<file path="src/rtl/alu_pkg.sv">
// rtl/alu_pkg.sv - shared widths, ALU select codes and stage payload types
package alu_pkg;

    localparam int WIDTH = 16;
    localparam int SEL_W = 4;

    localparam logic MODE_ARITH = 1'b0;
    localparam logic MODE_LOGIC = 1'b1;

    // Select codes overlap between modes; op_mode picks the meaning.
    localparam logic [SEL_W-1:0] SEL_ADD = 4'b1001;
    localparam logic [SEL_W-1:0] SEL_SUB = 4'b0110;
    localparam logic [SEL_W-1:0] SEL_XOR = 4'b0110;
    localparam logic [SEL_W-1:0] SEL_AND = 4'b1011;
    localparam logic [SEL_W-1:0] SEL_OR  = 4'b1110;

    typedef struct packed {
        logic [WIDTH-1:0] a;
        logic [WIDTH-1:0] b;
        logic [SEL_W-1:0] sel;
        logic             mode;
        logic             cin;
        logic             chain;
    } op_t;

    typedef struct packed {
        logic [WIDTH-1:0] data;
        logic             carry;
        logic             eq;
    } res_t;

endpackage

</file>
<file path="src/rtl/alu_issue_stage_if.sv">
// rtl/alu_issue_stage_if.sv - op, ALU, result and flag signals of the issue stage
interface alu_issue_if;
    import alu_pkg::*;

    logic             op_valid;
    logic             op_ready;
    logic [WIDTH-1:0] op_a;
    logic [WIDTH-1:0] op_b;
    logic [SEL_W-1:0] op_sel;
    logic             op_mode;
    logic             op_cin;
    logic             op_chain;

    logic [WIDTH-1:0] alu_in_a;
    logic [WIDTH-1:0] alu_in_b;
    logic [SEL_W-1:0] alu_select;
    logic             alu_mode;
    logic             alu_carry_in;
    logic [WIDTH-1:0] alu_result;
    logic             alu_carry_out;
    logic             alu_compare;

    logic             res_valid;
    logic             res_ready;
    logic [WIDTH-1:0] res_data;
    logic             res_carry;
    logic             res_eq;

    logic             flag_carry;
    logic             flag_eq;
    logic             flag_clr;

    modport master (
        output op_valid, op_a, op_b, op_sel, op_mode, op_cin, op_chain,
        output alu_result, alu_carry_out, alu_compare,
        output res_ready, flag_clr,
        input  op_ready, alu_in_a, alu_in_b, alu_select, alu_mode, alu_carry_in,
        input  res_valid, res_data, res_carry, res_eq, flag_carry, flag_eq
    );

    modport slave (
        input  op_valid, op_a, op_b, op_sel, op_mode, op_cin, op_chain,
        input  alu_result, alu_carry_out, alu_compare,
        input  res_ready, flag_clr,
        output op_ready, alu_in_a, alu_in_b, alu_select, alu_mode, alu_carry_in,
        output res_valid, res_data, res_carry, res_eq, flag_carry, flag_eq
    );

endinterface

</file>
<file path="src/rtl/alu_pipe_slice.sv">
// rtl/alu_pipe_slice.sv - single-entry valid/ready register slice, full throughput
module alu_pipe_slice #(
    parameter type T = logic
) (
    input  logic clk,
    input  logic rst,
    input  logic in_valid,
    output logic in_ready,
    input  T     in_data,
    output logic out_valid,
    input  logic out_ready,
    output T     out_data
);

    logic valid_q, valid_d;
    T     data_q,  data_d;

    // Accepts while empty or while the held entry is leaving on this edge.
    assign in_ready  = !valid_q || out_ready;
    assign out_valid = valid_q;
    assign out_data  = data_q;

    always_comb begin
        valid_d = valid_q;
        data_d  = data_q;
        if (in_valid && in_ready) begin
            valid_d = 1'b1;
            data_d  = in_data;
        end else if (out_ready) begin
            valid_d = 1'b0;
        end
    end

    always_ff @(posedge clk) begin
        if (rst) begin
            valid_q <= 1'b0;
            data_q  <= '0;
        end else begin
            valid_q <= valid_d;
            data_q  <= data_d;
        end
    end

endmodule

</file>
<file path="src/rtl/alu_issue_stage.sv">
// rtl/alu_issue_stage.sv - two-stage issue/retire wrapper around a combinational ALU
module alu_issue_stage
    import alu_pkg::*;
(
    input  logic        clk,
    input  logic        rst,
    alu_issue_if.slave  bus
);

    op_t  op_in, s1_op;
    res_t res_in, s2_res;
    logic s1_valid, s2_valid, s2_en, capture;
    logic flag_carry_q, flag_carry_d;
    logic flag_eq_q, flag_eq_d;

    assign op_in = '{a: bus.op_a, b: bus.op_b, sel: bus.op_sel, mode: bus.op_mode,
                     cin: bus.op_cin, chain: bus.op_chain};

    alu_pipe_slice #(.T(op_t)) u_s1 (
        .clk       (clk),
        .rst       (rst),
        .in_valid  (bus.op_valid),
        .in_ready  (bus.op_ready),
        .in_data   (op_in),
        .out_valid (s1_valid),
        .out_ready (s2_en),
        .out_data  (s1_op)
    );

    assign bus.alu_in_a     = s1_op.a;
    assign bus.alu_in_b     = s1_op.b;
    assign bus.alu_select   = s1_op.sel;
    assign bus.alu_mode     = s1_op.mode;
    // A chained op reaches stage 1 only after its predecessor was captured.
    assign bus.alu_carry_in = s1_op.chain ? flag_carry_q : s1_op.cin;

    assign res_in = '{data: bus.alu_result, carry: bus.alu_carry_out, eq: bus.alu_compare};

    alu_pipe_slice #(.T(res_t)) u_s2 (
        .clk       (clk),
        .rst       (rst),
        .in_valid  (s1_valid),
        .in_ready  (s2_en),
        .in_data   (res_in),
        .out_valid (s2_valid),
        .out_ready (bus.res_ready),
        .out_data  (s2_res)
    );

    assign bus.res_valid = s2_valid;
    assign bus.res_data  = s2_res.data;
    assign bus.res_carry = s2_res.carry;
    assign bus.res_eq    = s2_res.eq;

    assign capture = s1_valid && s2_en;

    // A capture on the same edge as a clear takes priority.
    always_comb begin
        flag_carry_d = flag_carry_q;
        flag_eq_d    = flag_eq_q;
        if (capture) begin
            flag_carry_d = bus.alu_carry_out;
            flag_eq_d    = bus.alu_compare;
        end else if (bus.flag_clr) begin
            flag_carry_d = 1'b0;
            flag_eq_d    = 1'b0;
        end
    end

    always_ff @(posedge clk) begin
        if (rst) begin
            flag_carry_q <= 1'b0;
            flag_eq_q    <= 1'b0;
        end else begin
            flag_carry_q <= flag_carry_d;
            flag_eq_q    <= flag_eq_d;
        end
    end

    assign bus.flag_carry = flag_carry_q;
    assign bus.flag_eq    = flag_eq_q;

endmodule

</file>
<file path="src/flat_wrapper.sv">
// flat-port wrapper written by rule: the top's interface ports become plain ports
module alu_issue_stage_flat import alu_pkg::*;
  (clk, rst, bus_op_valid, bus_op_a, bus_op_b, bus_op_sel, bus_op_mode, bus_op_cin, bus_op_chain, bus_alu_result, bus_alu_carry_out, bus_alu_compare, bus_res_ready, bus_flag_clr, bus_op_ready, bus_alu_in_a, bus_alu_in_b, bus_alu_select, bus_alu_mode, bus_alu_carry_in, bus_res_valid, bus_res_data, bus_res_carry, bus_res_eq, bus_flag_carry, bus_flag_eq);
  alu_issue_if bus_i ();
  input  logic clk;
  input  logic rst;
  input wire logic [$bits(bus_i.op_valid)-1:0] bus_op_valid;
  input wire logic [$bits(bus_i.op_a)-1:0] bus_op_a;
  input wire logic [$bits(bus_i.op_b)-1:0] bus_op_b;
  input wire logic [$bits(bus_i.op_sel)-1:0] bus_op_sel;
  input wire logic [$bits(bus_i.op_mode)-1:0] bus_op_mode;
  input wire logic [$bits(bus_i.op_cin)-1:0] bus_op_cin;
  input wire logic [$bits(bus_i.op_chain)-1:0] bus_op_chain;
  input wire logic [$bits(bus_i.alu_result)-1:0] bus_alu_result;
  input wire logic [$bits(bus_i.alu_carry_out)-1:0] bus_alu_carry_out;
  input wire logic [$bits(bus_i.alu_compare)-1:0] bus_alu_compare;
  input wire logic [$bits(bus_i.res_ready)-1:0] bus_res_ready;
  input wire logic [$bits(bus_i.flag_clr)-1:0] bus_flag_clr;
  output wire logic [$bits(bus_i.op_ready)-1:0] bus_op_ready;
  output wire logic [$bits(bus_i.alu_in_a)-1:0] bus_alu_in_a;
  output wire logic [$bits(bus_i.alu_in_b)-1:0] bus_alu_in_b;
  output wire logic [$bits(bus_i.alu_select)-1:0] bus_alu_select;
  output wire logic [$bits(bus_i.alu_mode)-1:0] bus_alu_mode;
  output wire logic [$bits(bus_i.alu_carry_in)-1:0] bus_alu_carry_in;
  output wire logic [$bits(bus_i.res_valid)-1:0] bus_res_valid;
  output wire logic [$bits(bus_i.res_data)-1:0] bus_res_data;
  output wire logic [$bits(bus_i.res_carry)-1:0] bus_res_carry;
  output wire logic [$bits(bus_i.res_eq)-1:0] bus_res_eq;
  output wire logic [$bits(bus_i.flag_carry)-1:0] bus_flag_carry;
  output wire logic [$bits(bus_i.flag_eq)-1:0] bus_flag_eq;
  assign bus_i.op_valid = bus_op_valid;
  assign bus_i.op_a = bus_op_a;
  assign bus_i.op_b = bus_op_b;
  assign bus_i.op_sel = bus_op_sel;
  assign bus_i.op_mode = bus_op_mode;
  assign bus_i.op_cin = bus_op_cin;
  assign bus_i.op_chain = bus_op_chain;
  assign bus_i.alu_result = bus_alu_result;
  assign bus_i.alu_carry_out = bus_alu_carry_out;
  assign bus_i.alu_compare = bus_alu_compare;
  assign bus_i.res_ready = bus_res_ready;
  assign bus_i.flag_clr = bus_flag_clr;
  assign bus_op_ready = bus_i.op_ready;
  assign bus_alu_in_a = bus_i.alu_in_a;
  assign bus_alu_in_b = bus_i.alu_in_b;
  assign bus_alu_select = bus_i.alu_select;
  assign bus_alu_mode = bus_i.alu_mode;
  assign bus_alu_carry_in = bus_i.alu_carry_in;
  assign bus_res_valid = bus_i.res_valid;
  assign bus_res_data = bus_i.res_data;
  assign bus_res_carry = bus_i.res_carry;
  assign bus_res_eq = bus_i.res_eq;
  assign bus_flag_carry = bus_i.flag_carry;
  assign bus_flag_eq = bus_i.flag_eq;
  alu_issue_stage u_core (.clk(clk), .rst(rst), .bus(bus_i));
endmodule
</file>
<file path="config.mk">
export PLATFORM = sky130hd
export DESIGN_NAME = alu_issue_stage_flat
export DESIGN_NICKNAME = d
export VERILOG_FILES = /design/src/rtl/alu_pkg.sv /design/src/rtl/alu_issue_stage_if.sv /design/src/rtl/alu_pipe_slice.sv /design/src/rtl/alu_issue_stage.sv /design/src/flat_wrapper.sv
export SDC_FILE = /design/constraint.sdc
export NUM_CORES = 1
export LEC_CHECK = 0
export CORE_MARGIN = 3
export CORE_UTILIZATION = 37
export DETAILED_ROUTE_END_ITERATION = 6
export PLACE_DENSITY = 0.72
export SETUP_SLACK_MARGIN = 0.4
export SLEW_MARGIN = 5
export SYNTH_ARGS = -nofsm -noshare
export SYNTH_HDL_FRONTEND = slang
export SYNTH_SLANG_ARGS = --single-unit
</file>
<file path="constraint.sdc">
create_clock -name clk -period 1.48 [get_ports clk]
set_input_delay 0.148 -clock clk [delete_from_list [all_inputs] [get_ports clk]]
set_output_delay 0.148 -clock clk [all_outputs]
set_load 0.005 [all_outputs]
</file>
Word level (Yosys, flattened, before mapping) --
Index checks and enable logic that the tools add are counted.
Cells by class: reduce and logical (&&, ||, !) cells 9, muxes and demuxes 8
Operators by type and width (number):
- 1-bit 2-to-1 mux | 8
- 2-bit nonzero test | 3
- 1-bit logical AND | 2
- 1-bit logical NOT | 2
- 1-bit logical OR | 2
Storage, ports and cells: register bits after elaboration 61, word-level logic and storage cells 30, output and inout port bits 60, input port bits 62

Longest topological paths before layout --
depth after elaboration 5, gate-level depth with buffers 5, depth with buffers taken out 3

By module --
A second synthesis with hierarchy kept.
Unflattened totals: cells, all modules 278, area, all modules 2965.3 sq um
Modules (own cells, without submodules):
- alu_pipe_slice (u_core.u_s1) | cells each 182, sequential area each 800.8 sq um, instances 1, area each 1884.3 sq um
- alu_pipe_slice (u_core.u_s2) | cells each 86, sequential area each 380.4 sq um, instances 1, area each 991.0 sq um
- alu_issue_stage | cells each 10, sequential area each 40.0 sq um, instances 1, area each 90.1 sq um

Worst setup path after synthesis --
OpenSTA, ideal clock, no wires.
path type reg2reg, start reg u_core.u_s2.valid_q, in the netlist u_core.u_s2.out_valid, end reg u_core.u_s1.data_q, in the netlist u_core.u_s1.out_data[28], clock period less this slack 1182 ps, cell stages (with the launch flop) 6, slack 298 ps, data arrival time 1110 ps, cells stage by stage dfxtp_1 -> nor2b_4 -> a21boi_2 -> buf_6 -> buf_8 -> mux2i_1
Between the ends: cells in the longest elaborated chain, start to end 4
Ends and longest elaborated chain:
- start: declaration | line alu_pipe_slice.sv:15 | logic valid_q, valid_d;
- start signal: assignment | line alu_pipe_slice.sv:39 | valid_q <= valid_d;
- 1-bit logical NOT | line alu_pipe_slice.sv:19 | assign in_ready = !valid_q || out_ready;
- 1-bit logical OR (2 in series) | line alu_pipe_slice.sv:19
- 1-bit logical AND | line alu_pipe_slice.sv:26 | if (in_valid && in_ready) begin
- end signal: assignment | line alu_pipe_slice.sv:40 | data_q <= data_d;
- end: declaration | line alu_pipe_slice.sv:16 | T data_q, data_d;
Every way passes these cells. A chain may end at the register's enable or synchronous reset.

Worst setup path in the final report --
start reg u_core.u_s2.valid_q, in the netlist u_core.u_s2.out_valid, end reg u_core.u_s1.data_q, in the netlist u_core.u_s1.out_data[26]
The elaborated chain is that of the path after synthesis.

==> reports/results.ini <==
[status]
status = finished, final reports clean

[routing]
drt_first_pass_iters = 4
drc_errors = 0
wl_mm = 7.63
vias = 2333
avgViaCountPerCell = 4.53
first_iter_violations = 49
ant_nets = 0
wl_per_cell_um = 14.8

[power]
power_leakage_uw = 0.00186
ir_drop_v = 0.000500
sequentialPowerShare_pct = 43.7
powerDensity_nw_per_um2 = 906
p_comb_share_pct = 18.0
clockPowerShare_pct = 38.3
netSwitchingFraction_pct = 23.7
p_int_uw = 3160
p_sw_uw = 980

[place]
port_buffers = 121
dp_cells = 476
dp_hpwl_mm = 4.62
gp_congestion = 0.714
placed_area_sq_um = 3910

[sta]
setup_viol = 0
finClkSkew_ns = 0.00832
fin_tns_setup_ns = 0
finalHoldWorstSlack_ns = 0.326
min_period_over_period_pct = 89.0
drv_slew = 0
slew_headroom_pct = 77.7
fmax_ghz = 0.759
layout_min_cycle_time_ns = 1.32
final-hold-violation-count = 0
rsz0062_at_grt = true
tightestPinTransition_ns = 0.334

[yosys]
ys_ff_latch = 61
syn-num-nets = 368
synth-compound-area-share_pct = 7.75
synth_fa_ha_area_share_pct = 0
synth_area_sq_um = 2860
synth_xor_area_share_pct = 0
ys_top_cells_by_area = dfxtp_1 (43%), nand2b_1 (17%), mux2i_1 (14%)
ys_warn_count = 0
ys_async_sr_fraction_pct = 0
synth_top_family_by_area = simple AND/OR/NAND/NOR gates
synth_mux_area_share_pct = 14.1
synth_top_area_cell = dfxtp_1
synth.most_common_cell = nand2b_1
synth.top_cell.area_share_pct = 42.8
synth_flop_cell = dfxtp_1
ys_top_cells_by_count = nand2b_1 (79), dfxtp_1 (61), buf_4 (39), mux2i_1 (39), a21oi_1 (22)
synthSimpleGateAreaFrac_pct = 21.6
yosysSeqAreaShare_pct = 42.8
syn_avg_cell_area_sq_um = 9.33
synth_enable_flop_cells = 0
synthCells = 306
synthDistinctLibCells = 18

[worst_setup_path]
crit_arrival_ns = 1.56
cp_max_fo = 7
worst_setup_path_end_kind = register
worstPathRequired_ns = 1.72
critPathLaunchType = register
r2r_cells = 6
crit_type = register to register

[clock_tree]
clk_pin_slew_worst_paths_ns = 0.07
cts_tree = yes
clock-root-buffer = clkbuf_8
ctsHoldBuffers = 0
clk_latency_ns = 0.32
cts.sinks = 61
clk_path_buf_depth = 2
htreeDepth = 3
cts_buffers = 9

[final_layout]
finalInstanceArea_sq_um = 4570
drive_gt1_share_pct = 29.6
regArea_sq_um = 1260
layout.nets = 473
multi_input_area_sq_um = 1400
fill_cells = 622
antennaDiodeCount = 0
syn_to_final_growth_pct = 59.9
instances_no_fill = 515

[grt]
grt_pass1_vias = 2409
overflow = 0
grt_pass1_wl_mm = 11.6
grt_max_degree = 101
antenna_found_initial = 0
grt_use_total_pct = 16.8

[worst_hold_path]
whs_path_depth = 3
hp-class = input pin to register

[floorplanning]
placementRows = 31
die_y_um = 93.9
io_pins = 122
initial_core_util_pct = 38.8
fp.dieW_um = 93.9
die_area_sq_um = 8810
core_area_sq_um = 7370

[run]
maxCapViolCount = 0

## kinds of logic after synthesis
group	after synthesis
buf+inv	60
mux	40
compound gates	43
simple gates	102
flops	61
## worst max-delay path: stages (launching register included)
cell	delay, ns
dfxtp_2	0.33
nor2b_4	0.12
buf_6	0.12
a21boi_4	0.18
buf_6	0.16
buf_12	0.13
mux2i_1	0.20
## what timing repair did
item / CTS / global route
resized for setup: 134 / 95
setup endpoints to repair: 119 / 112
pin swaps: 11 / 9
buffers inserted: 8 / 7
cloned: 7 / 1
## path summary, 6_finish.rpt
check	start	to	slack [ns]
setup / recovery	u_core.u_s2.out_valid	u_core.u_s1.out_data[26]	0.16
hold / removal	rst	u_core.u_s2.out_data[1]	0.33
setup reg to reg	u_core.u_s2.out_valid	u_core.u_s1.out_data[26]	0.16
hold reg to reg	u_core.u_s2.out_data[8]	u_core.u_s2.out_data[8]	0.46
## cell type report
type / instances / area share, %
Sequential cell: 61 / 27.6
Multi-Input combinational cell: 185 / 30.5
Clock inverter: 5 / 1.64
Tap cell: 99 / 2.71
Clock buffer: 11 / 2.88
Timing Repair inverter: 2 / 0.329
Timing Repair Buffer: 151 / 34.1
Inverter: 1 / 0.164
## through the flow
stage | setup slack, ns | power (uW) | util, %
after floorplan | 0.316 | 2160 | -
after global placement | 0.0169 | 2480 | 53.1
after detailed placement | -0.0529 | 2490 | 53.1
after CTS | 0.146 | 4130 | 59.0
after global routing | 0.0934 | 4330 | 62.0
final | 0.162 | 4140 | 62.0
## power by group through the flow
stage	Combinational (uW)	Clock, uW	Sequential, uW
global route	805	1710	1820
detailed placement	662	0	1830
finish	745	1590	1810
global placement	650	0	1820
CTS	697	1640	1800
floorplan	341	0	1820
## layout by cell type, fill, tap and decap left out, types with 3 or more instances in the layout
master | Yosys | layout
nand3_1 | 18 | 18
o21ai_4 | 0 | 4
buf_6 | 1 | 8
clkdlybuf4s50_1 | 0 | 60
mux2i_1 | 39 | 39
a21oi_2 | 0 | 7
dfxtp_1 | 61 | 28
buf_4 | 39 | 13
dlygate4sd2_1 | 0 | 9
buf_12 | 0 | 5
dfxtp_2 | 0 | 33
clkinv_2 | 0 | 3
clkdlybuf4s15_1 | 0 | 40
clkbuf_2 | 0 | 9
clkinvlp_4 | 0 | 3
buf_16 | 0 | 4
a21oi_1 | 22 | 14
clkbuf_8 | 0 | 9
nand2b_1 | 79 | 79
o21ai_2 | 0 | 16
## state kept, by name, summed over array words and instances, names as in the netlist
signal                 flops
u_core.u_s1.out_data      39
u_core.u_s2.out_data      18
u_core.bus.flag_carry      1
u_core.bus.flag_eq         1
u_core.u_s1.out_valid      1
u_core.u_s2.out_valid      1
## per-layer routing
metal | track usage [%] | vias up | routed length (um)
met3 | 4.09 | 7 | 355
met2 | 28.4 | 58 | 3960
met4 | 6.02 | 0 | 81
li1 | - | 1180 | -
met1 | 20.6 | 1088 | 3230
met5 | 0 | - | 0
(Power assumes the default switching activity.)
